## config.mk

```make
export PLATFORM = sky130hd
export DESIGN_NAME = mac_sequencer
export DESIGN_NICKNAME = d
export VERILOG_FILES = /design/src/rtl/mac_sequencer.sv
export SDC_FILE = /design/constraint.sdc
export NUM_CORES = 1
export LEC_CHECK = 0
export BUFFER_PORTS_ARGS = -buffer_cell sky130_fd_sc_hd__buf_2
export CAP_MARGIN = 5
export CORE_MARGIN = 3
export CORE_UTILIZATION = 51
export DETAILED_ROUTE_END_ITERATION = 10
export GPL_ROUTABILITY_DRIVEN = 1
export PLACE_DENSITY = 0.76
export SYNTH_ARGS = -nofsm -noshare
export SYNTH_HDL_FRONTEND = slang
export SYNTH_SLANG_ARGS = --single-unit
```

## constraint.sdc

```tcl
create_clock -name clock -period 7.42 [get_ports clock]
set_clock_uncertainty 0.1 [all_clocks]
set_input_delay 1.855 -clock clock [delete_from_list [all_inputs] [get_ports clock]]
set_output_delay 1.855 -clock clock [all_outputs]
set_load 0.1 [all_outputs]
```

## src/rtl/mac_sequencer.sv

```systemverilog
// mac_sequencer
//   Operand-feeding and result-consuming stage around an 8x8 sequential
//   signed multiplier. Operand pairs arrive on a valid/ready stream and are
//   issued to the multiplier one at a time. Each product is sign-extended and
//   accumulated into a signed dot-product register. The finished sum is then
//   presented on a valid/ready output.
//
// Parameters
//   ACC_W      accumulator/result width, signed (>= 16)
//   MAX_TERMS  terms per dot product before forced termination (1..255)
//
// Configuration macro
//   SATURATE_EN  defined: an overflowing accumulate clamps to the signed
//                ACC_W limit on the addend side.
//                undefined: the accumulator wraps modulo 2^ACC_W.
//                In both cases the sticky overflow flag is set.
//
// Ports
//   clock        single clock, all logic on posedge
//   reset        synchronous, active-high
//   in_valid     operand pair valid
//   in_ready     pair accepted when in_valid & in_ready
//   in_a         signed operand A
//   in_b         operand B, passed through to multiplier DataB
//   in_last      pair is the final term of this dot product
//   mul_start    multiplier start
//   mul_a        multiplier DataA (registered)
//   mul_b        multiplier DataB (registered)
//   mul_product  multiplier product, signed
//   mul_done     multiplier done
//   acc_valid    result valid
//   acc_ready    result consumed when acc_valid & acc_ready
//   acc_result   accumulated sum
//   acc_count    number of terms in acc_result
//   overflow     sticky: an accumulate exceeded the signed ACC_W range

module mac_sequencer #(
  parameter int unsigned ACC_W     = 24,
  parameter int unsigned MAX_TERMS = 16
) (
  input  logic             clock,
  input  logic             reset,
  input  logic             in_valid,
  output logic             in_ready,
  input  logic [7:0]       in_a,
  input  logic [7:0]       in_b,
  input  logic             in_last,
  output logic             mul_start,
  output logic [7:0]       mul_a,
  output logic [7:0]       mul_b,
  input  logic [15:0]      mul_product,
  input  logic             mul_done,
  output logic             acc_valid,
  input  logic             acc_ready,
  output logic [ACC_W-1:0] acc_result,
  output logic [7:0]       acc_count,
  output logic             overflow
);

  localparam int unsigned SUM_W = ACC_W + 1;
  localparam int unsigned CNT_W = 8;

  typedef enum logic [2:0] {
    S_IDLE    = 3'd0,
    S_ISSUE   = 3'd1,
    S_RELEASE = 3'd2,
    S_ACCUM   = 3'd3,
    S_OUT     = 3'd4
  } state_t;

  state_t           state;
  logic             last_q;
  logic [15:0]      prod_q;

  logic [ACC_W-1:0] prod_ext;
  logic [SUM_W-1:0] sum_wide;
  logic             add_ovf;
  logic [ACC_W-1:0] acc_next;
  logic [CNT_W-1:0] count_inc;
  logic             term_limit;
  logic             accept;

  // A stale done from the multiplier blocks acceptance of a new pair.
  assign in_ready = (state == S_IDLE) && !mul_done;
  assign accept   = in_valid && in_ready;

  // Accumulate at ACC_W+1 bits; the two top bits disagree exactly when two
  // same-signed addends produced a sum of the other sign.
  assign prod_ext = ACC_W'($signed(prod_q));
  assign sum_wide = {acc_result[ACC_W-1], acc_result} + {prod_ext[ACC_W-1], prod_ext};
  assign add_ovf  = sum_wide[ACC_W] != sum_wide[ACC_W-1];

`ifdef SATURATE_EN
  // Clamp towards the sign of the addends (both addends share it on overflow).
  always_comb begin
    acc_next = sum_wide[ACC_W-1:0];
    if (add_ovf) begin
      if (prod_ext[ACC_W-1]) begin
        acc_next = {1'b1, {(ACC_W-1){1'b0}}};
      end else begin
        acc_next = {1'b0, {(ACC_W-1){1'b1}}};
      end
    end
  end
`else
  // Wrap modulo 2^ACC_W.
  assign acc_next = sum_wide[ACC_W-1:0];
`endif

  assign count_inc  = acc_count + CNT_W'(1);
  assign term_limit = count_inc == CNT_W'(MAX_TERMS);

  // Sequencer FSM with registered outputs.
  always_ff @(posedge clock) begin
    if (reset) begin
      state      <= S_IDLE;
      last_q     <= 1'b0;
      prod_q     <= '0;
      mul_start  <= 1'b0;
      mul_a      <= '0;
      mul_b      <= '0;
      acc_valid  <= 1'b0;
      acc_result <= '0;
      acc_count  <= '0;
      overflow   <= 1'b0;
    end else begin
      case (state)
        S_IDLE: begin
          if (accept) begin
            mul_a     <= in_a;
            mul_b     <= in_b;
            last_q    <= in_last;
            mul_start <= 1'b1;
            state     <= S_ISSUE;
          end
        end

        S_ISSUE: begin
          if (mul_done) begin
            prod_q    <= mul_product;
            mul_start <= 1'b0;
            state     <= S_RELEASE;
          end
        end

        // Wait for the multiplier to drop done before the next term.
        S_RELEASE: begin
          if (!mul_done) begin
            state <= S_ACCUM;
          end
        end

        S_ACCUM: begin
          acc_result <= acc_next;
          acc_count  <= count_inc;
          if (add_ovf) begin
            overflow <= 1'b1;
          end
          if (last_q || term_limit) begin
            acc_valid <= 1'b1;
            state     <= S_OUT;
          end else begin
            state <= S_IDLE;
          end
        end

        S_OUT: begin
          if (acc_ready) begin
            acc_valid  <= 1'b0;
            acc_result <= '0;
            acc_count  <= '0;
            overflow   <= 1'b0;
            state      <= S_IDLE;
          end
        end

        default: begin
          state     <= S_IDLE;
          mul_start <= 1'b0;
          acc_valid <= 1'b0;
        end
      endcase
    end
  end

endmodule
```

==> Implementation_results.wiki, run 1 <==
{| class="wikitable"
! Metric !! Value
|-
| Synthesized instance count || 483
|-
| Synth top area share || 36.5%
|-
| Largest net degree at the start of global routing || 62
|-
| Relative contribution of combinational cells to total power || a little under an eighth
|-
| Sequential share of power || between 50% and 60%
|-
| Multi-input combinational cell area || between 0.002 and 0.0025 mm²
|-
| Sequential share of the synthesized area || 36.5%
|-
| Floorplan core area || between 0.007 and 0.008 mm²
|-
| Post-cts resize count || 0
|-
| Site row count || 31
|-
| Crit share post-route || between 60% and 70%
|-
| Pint || 535 µW
|-
| Fill cell count || about 660
|-
| Count of final max-slew check failures || 0
|-
| Classification of the worst setup path || in -> out
|-
| Worst hold path stage count || 2
|-
| Cell at the root of the clock tree || clkbuf_8
|-
| Distinct cell type count after synthesis || slightly above 50
|-
| Clock latency reported for the late side of the worst-skew pair || 0.35 ns
|-
| Final design instance area without fill || 0.00454 mm²
|-
| Number of levels in the clock H-tree || 3
|-
| Req. time, crit path || around 5.5 ns
|-
| Average routed wire per standard cell || approximately 14 µm
|-
| Highest net fanout along the worst path || 5
|-
| Clock transition at path regs || approximately 0.090 ns
|-
| Unrepaired setup endpoints after global routing || false
|-
| Fmax || ~210 MHz
|-
| Count of TritonRoute iterations in the first routing pass || 4
|-
| Most frequent cell after synthesis || nand2_1
|-
| Max IR drop VDD || roughly 0.00014 V
|-
| Switching part of the total power || 30.8%
|-
| Wire length of the first global-routing pass || approximately 16000 µm
|-
| Overflow after GRT || 0
|-
| Number of violations of the max-capacitance limit || 0
|-
| End of the worst hold path || mul_b[5]
|-
| Die Span Y || roughly 93 µm
|-
| Die area || around 0.0087 mm²
|-
| Endpoint of the most critical register-to-register path || acc_result[18]
|-
| Via count of the first global-routing pass || 3426
|-
| Post-layout minimum cycle time || roughly 4.8 ns
|-
| Die Span X || ~93 µm
|-
| P per Cell Area || between 150 and 200 mW/mm²
|-
| Starting utilization of the core area || 53.1%
|-
| Share of post-route cells with drive strength above 1 || 21.7%
|-
| Total number of clock tree sinks || 71
|-
| Outcome || complete, no violations
|-
| Initial DRC count || around 120
|-
| R2r startpoint || acc_result[0]
|-
| Syn_nets || 548
|-
| Finished Layout Cells || 660
|-
| Worst Setup Start Kind || input pin
|-
| Total of warnings raised by yosys || 0
|-
| Core occupancy in the finished layout || between 60 and 70%
|-
| Drt drc || 0
|-
| Via-to-Cell Ratio || approximately 5.6
|-
| Antenna violations before repair || 0
|-
| Synthesized area per cell || 8.06 µm²
|-
| Combined global-route utilization of all metal layers || 22.1%
|-
| Placed Instance Area || around 0.0044 mm²
|-
| Number of hold buffers added after CTS || 0
|-
| Post-detailed-routing wire length || ~9000 µm
|-
| Count of nets left with antenna violations after detail routing || 0
|-
| Final Hold Vio Count || 0
|-
| Worst slew pin tran || between 1 and 1.5 ns
|-
| Most area-consuming cells after synthesis || dfxtp_1, nand2_1, ha_1
|-
| Postcts setup bufs || 0
|-
| Arrival @ worst endpoint || ~2.8 ns
|-
| IO Pins || 90
|-
| Number of buffer cells added on primary ports || a little under 90
|-
| Cell type with the largest total area after synthesis || dfxtp_1
|-
| Worst Min Path Start || mul_b[5]
|-
| Count of vias placed by the detailed router || 3685
|-
| Minimum setup slack among reg-to-reg paths || ~4.5 ns
|-
| Top cell types by occurrence after synthesis || nand2_1, dfxtp_1, a21oi_1
|-
| Relative max-transition margin || between 20 and 30%
|-
| Detailed Place HPWL || approximately 6700 µm
|-
| Predominant post-synthesis flop cell || dfxtp_1
|-
| Proportion of register bits with asynchronous set or reset after synthesis || 0%
|-
| TritonCTS clock tree || built
|-
| Clock network fraction of total power || 37.1%
|-
| Number of synthesized register bits || 71
|-
| Layout Nets || ~620
|-
| Worst min-delay path class || reg -> reg
|-
| Clock buffer count from CTS || 9
|-
| Total inserted antenna cells || 0
|-
| Final setup violation count || 0
|-
| Total Neg Setup Slack || 0 ns
|-
| Cell count after placement || roughly 640
|-
| Cell area after synthesis || between 0.003 and 0.004 mm²
|-
| Element type at the critical path end || output pin
|-
| Leakage || 2.07 nW
|-
| Area grow syn2layout || 16.7%
|-
| Number of enable flip-flop cells after synthesis || 0
|-
| Register Area || ~0.0014 mm²
|-
| Largest buffer count on any clock path || 2
|-
| Routability cong. || between 0.9 and 1
|-
| Worst reg2reg path depth || 10
|-
| Switch Pwr || 238 µW
|}
==> layer usage <==
metal	GRT usage, %	routed length, µm	up-vias
met5	0	0	-
met4	8.30	157	0
met3	5.39	580	19
met2	36.0	4320	104
met1	28.3	4130	1697
li1	-	-	1865
==> registers in the layout, indices dropped and copies added (netlist names) <==
signal and flops:
mul_a 8, acc_result 24, acc_count 8, state 3, overflow 1, prod_q 16
acc_valid 1, last_q 1, mul_b 8, mul_start 1
==> worst max-delay path, stage by stage <==
cell	delay (ns)
buf_2	0.12
nor4_1	0.33
buf_2	0.51
==> power by group through the flow <==
stage          Combinational, mW  Sequential [mW]  Clock [mW]
3_3_place_gp              0.0917            0.403           0
6_report                  0.0920            0.394       0.287
3_5_place_dp              0.0926            0.403           0
4_1_cts                   0.0926            0.394       0.295
2_1_floorplan             0.0371            0.436           0
5_1_grt                   0.0998            0.395       0.312
==> cell type report <==
| class | count | share of cell area [%] |
|---|---|---|
| Clock inverter | 7 | 1.18 |
| Inverter | 5 | 0.413 |
| Multi-Input combinational cell | 378 | 51.5 |
| Timing Repair Buffer | 91 | 10.1 |
| Tap cell | 99 | 2.73 |
| Clock buffer | 9 | 2.73 |
| Sequential cell | 71 | 31.3 |
==> cell usage in the layout, fill, tap and decap left out, drive strengths merged, types with 2 or more instances in the layout <==
cell	instances
clkinvlp	3
o31ai	2
nand2b	2
o21ai	17
o41ai	2
nand4b	2
nand3b	2
a22o	13
xnor2	16
buf	91
nand2	89
inv	8
nor3	11
o21a	2
nor4	2
a21oi	65
dfxtp	71
a211oi	6
nor2	43
and3	2
a22oi	12
o211ai	3
nand3	7
and2	3
o31a	3
nor2b	3
xor2	9
o221ai	2
clkbuf	9
a21o	14
ha	26
nand4	5
a31oi	4
==> cell families after synthesis <==
family | Yosys count | synth area share, %
XOR/XNOR | 25 | 5.62
AO/OA/AOI/OAI | 152 | 26.1
flip-flops | 71 | 36.5
adder cells (fa/ha/maj) | 27 | 8.87
multiplexers | 1 | 0.257
AND/OR/NAND/NOR | 173 | 19.3
buffers and inverters | 34 | 3.37
==> worst max-delay path by stage <==
stage               end  cells after the start      from
6_report       in_ready                      3  mul_done
4_1_cts        in_ready                      3  mul_done
2_1_floorplan  in_ready                      1  mul_done
5_1_grt        in_ready                      3  mul_done
3_5_place_dp   in_ready                      3  mul_done
3_3_place_gp   in_ready                      3  mul_done
==> metrics by stage <==
stage | setup WS (ns) | hold WS [ns] | total power [mW]
after floorplan | 0.683 | 0.336 | 0.473
after global placement | 2.68 | 0.341 | 0.494
after detailed placement | 2.65 | 0.346 | 0.496
after CTS | 2.64 | 0.359 | 0.781
after global routing | 2.55 | 0.379 | 0.807
final | 2.65 | 0.357 | 0.773
Power figures use the tool's default switching activity.
==> inputs of run 2 (changes only) <==
CORE_UTILIZATION = 49   (was 51)
PLACE_DENSITY = 0.77   (was 0.76)
clock period = 3.85 ns   (was 7.42 ns; I/O delays follow)
==> Implementation_results.wiki, run 2 (synthesis gave the netlist of run 1 again) <==
{| class="wikitable"
! Metric !! Value
|-
| Outcome || complete, no violations
|-
| Cell at the root of the clock tree || clkbuf_8
|-
| Worst slew pin tran || 0.916 ns (-0.155 ns)
|-
| Share of post-route cells with drive strength above 1 || 22.1% (+0.32 points)
|-
| Arrival @ worst endpoint || 1.79 ns (-1.03 ns)
|-
| Routability cong. || 0.874 (-3.9%)
|-
| Element type at the critical path end || output pin
|-
| Largest net degree at the start of global routing || 57 (-8.1%)
|-
| Worst reg2reg path depth || 10 (unchanged)
|-
| Largest buffer count on any clock path || 2 (unchanged)
|-
| Antenna violations before repair || 0 (unchanged)
|-
| Count of TritonRoute iterations in the first routing pass || 5 (+1)
|-
| End of the worst hold path || mul_a[7]
|-
| Final Hold Vio Count || 0 (unchanged)
|-
| Worst Min Path Start || mul_a[7]
|-
| Largest register by flop count || acc_result
|-
| P per Cell Area || 366 mW/mm² (+110%)
|-
| Site row count || 31 (unchanged)
|-
| Worst hold path stage count || 2 (unchanged)
|-
| Most frequent cells in the layout || nand2_1, buf_2, dfxtp_1
|-
| Die Span Y || 95.1 µm (+1.9%)
|-
| Combined global-route utilization of all metal layers || 22.3% (+0.16 points)
|-
| Unrepaired setup endpoints after global routing || false
|-
| Clock transition at path regs || 0.08 ns (about the same)
|-
| Classification of the worst setup path || in -> out
|-
| Area grow syn2layout || 19.0%
|-
| Total number of clock tree sinks || 71 (unchanged)
|-
| R2r startpoint || acc_result[0]
|-
| Number of levels in the clock H-tree || 3 (unchanged)
|-
| Regs by FF count || acc_result: 24 flops, prod_q: 16 flops
|-
| Clock latency reported for the late side of the worst-skew pair || 0.34 ns (about the same)
|-
| Clock buffer count from CTS || 9 (unchanged)
|-
| Endpoint of the most critical register-to-register path || acc_result[18]
|-
| Count of nets left with antenna violations after detail routing || 0 (unchanged)
|-
| Overall power of the completed layout || 1.69 mW (+120%)
|-
| Total inserted antenna cells || 0 (unchanged)
|-
| Floorplan core area || 0.00749 mm² (+2.1%)
|-
| Core occupancy in the finished layout || 61.9% (-0.081 points)
|-
| Number of buffer cells added on primary ports || 89 (unchanged)
|-
| Count of final max-slew check failures || 0 (unchanged)
|-
| Initial DRC count || 207 (+71%)
|-
| Detailed Place HPWL || 7110 µm (+5.9%)
|-
| Post-detailed-routing wire length || 9740 µm (+6.0%)
|-
| IO Pins || 90 (unchanged)
|-
| Req. time, crit path || 2.79 ns (-2.68 ns)
|-
| Max IR drop VDD || 0.000250 V (+76%)
|-
| Leakage || 2.12 nW (+2.4%)
|-
| Starting utilization of the core area || 52.0% (-1.1 points)
|-
| Highest net fanout along the worst path || 5 (unchanged)
|-
| Via count of the first global-routing pass || 3585 (+4.6%)
|-
| Fmax || approximately 350 MHz
|-
| Average routed wire per standard cell || 14.7 µm (+5.8%)
|-
| Via-to-Cell Ratio || 5.67 (+1.5%)
|-
| Die area || 0.00905 mm² (+3.8%)
|-
| Total Neg Setup Slack || 0 ns (unchanged)
|-
| Count of vias placed by the detailed router || 3745 (+1.6%)
|-
| Minimum setup slack among reg-to-reg paths || 1.05 ns (-3.48 ns)
|-
| Crit share post-route || about three quarters
|-
| Max FFs per register || 24 (unchanged)
|-
| Post-layout minimum cycle time || around 2.8 ns
|-
| Post-cts resize count || 0 (unchanged)
|-
| Die Span X || 95.1 µm (+1.9%)
|-
| Number of violations of the max-capacitance limit || 0 (unchanged)
|-
| Relative max-transition margin || 38.8% (+10 points)
|-
| Worst Setup Start Kind || input pin
|-
| Wire length of the first global-routing pass || 16100 µm (+3.0%)
|-
| Postcts setup bufs || 0 (unchanged)
|-
| Drt drc || 0 (unchanged)
|-
| Overflow after GRT || 0 (unchanged)
|-
| Final setup violation count || 0 (unchanged)
|-
| Layout Nets || 622 (+0.16%)
|-
| Worst min-delay path class || reg -> reg
|-
| TritonCTS clock tree || built
|-
| Number of hold buffers added after CTS || 0 (unchanged)
|}
## run 2: changes by cell type in the layout (fill, tap and decap cells not counted), sizes merged
cell,previous run,this run
bufinv,0,3
clkinvlp,3,0
buf,91,92
clkinv,1,2
inv,8,6
clkbuf,9,10
## run 2: worst max path at each step
stage                     slack, ns          start        endpoint  cells past startpoint
final                          1.00       mul_done        in_ready                      3
after global routing           0.86  acc_result[0]  acc_result[18]                     10
after CTS                       1.0       mul_done        in_ready                      3
after detailed placement       1.01       mul_done        in_ready                      3
after global placement         1.01       mul_done        in_ready                      3
after floorplan                0.06       mul_done        mul_a[0]                      5
## run 2: per-stage QoR
step	worst slack (ns)	hold WS [ns]	cells	area, µm²
after CTS	1.00	0.362	661	4630
after detailed placement	1.01	0.348	645	4380
final	1.00	0.359	661	4630
after global routing	0.864	0.378	661	4630
after global placement	1.01	0.340	645	4380
after floorplan	0.0568	0.336	483	3900
## run 2: cell type report
| type | instances | area [µm²] |
|---|---|---|
| clock buffer | 10 | 138 |
| clock inverter | 6 | 116 |
| sequential | 71 | 1420 |
| multi-input combinational | 378 | 2350 |
| inverter | 5 | 18.8 |
| tap | 99 | 124 |
| fill | 679 | 2850 |
| timing repair buffer | 92 | 468 |
## run 2: critical path: stages
cell and delay, ns:
buf_2 0.13, nor4_2 0.21, buf_2 0.49
## run 2: per-layer routing
layer	share of wire, %	GRT usage (%)	up-vias
met5	0	0	-
met4	2.4	8.89	0
met3	6.5	5.21	22
met2	48	36.1	112
met1	44	28.6	1747
li1	-	-	1864
## run 2: where the power goes
part           total (mW)  switching (mW)  internal [mW]
Combinational       0.180           0.136         0.0440
Clock               0.755           0.302          0.453
Sequential          0.760          0.0112          0.749
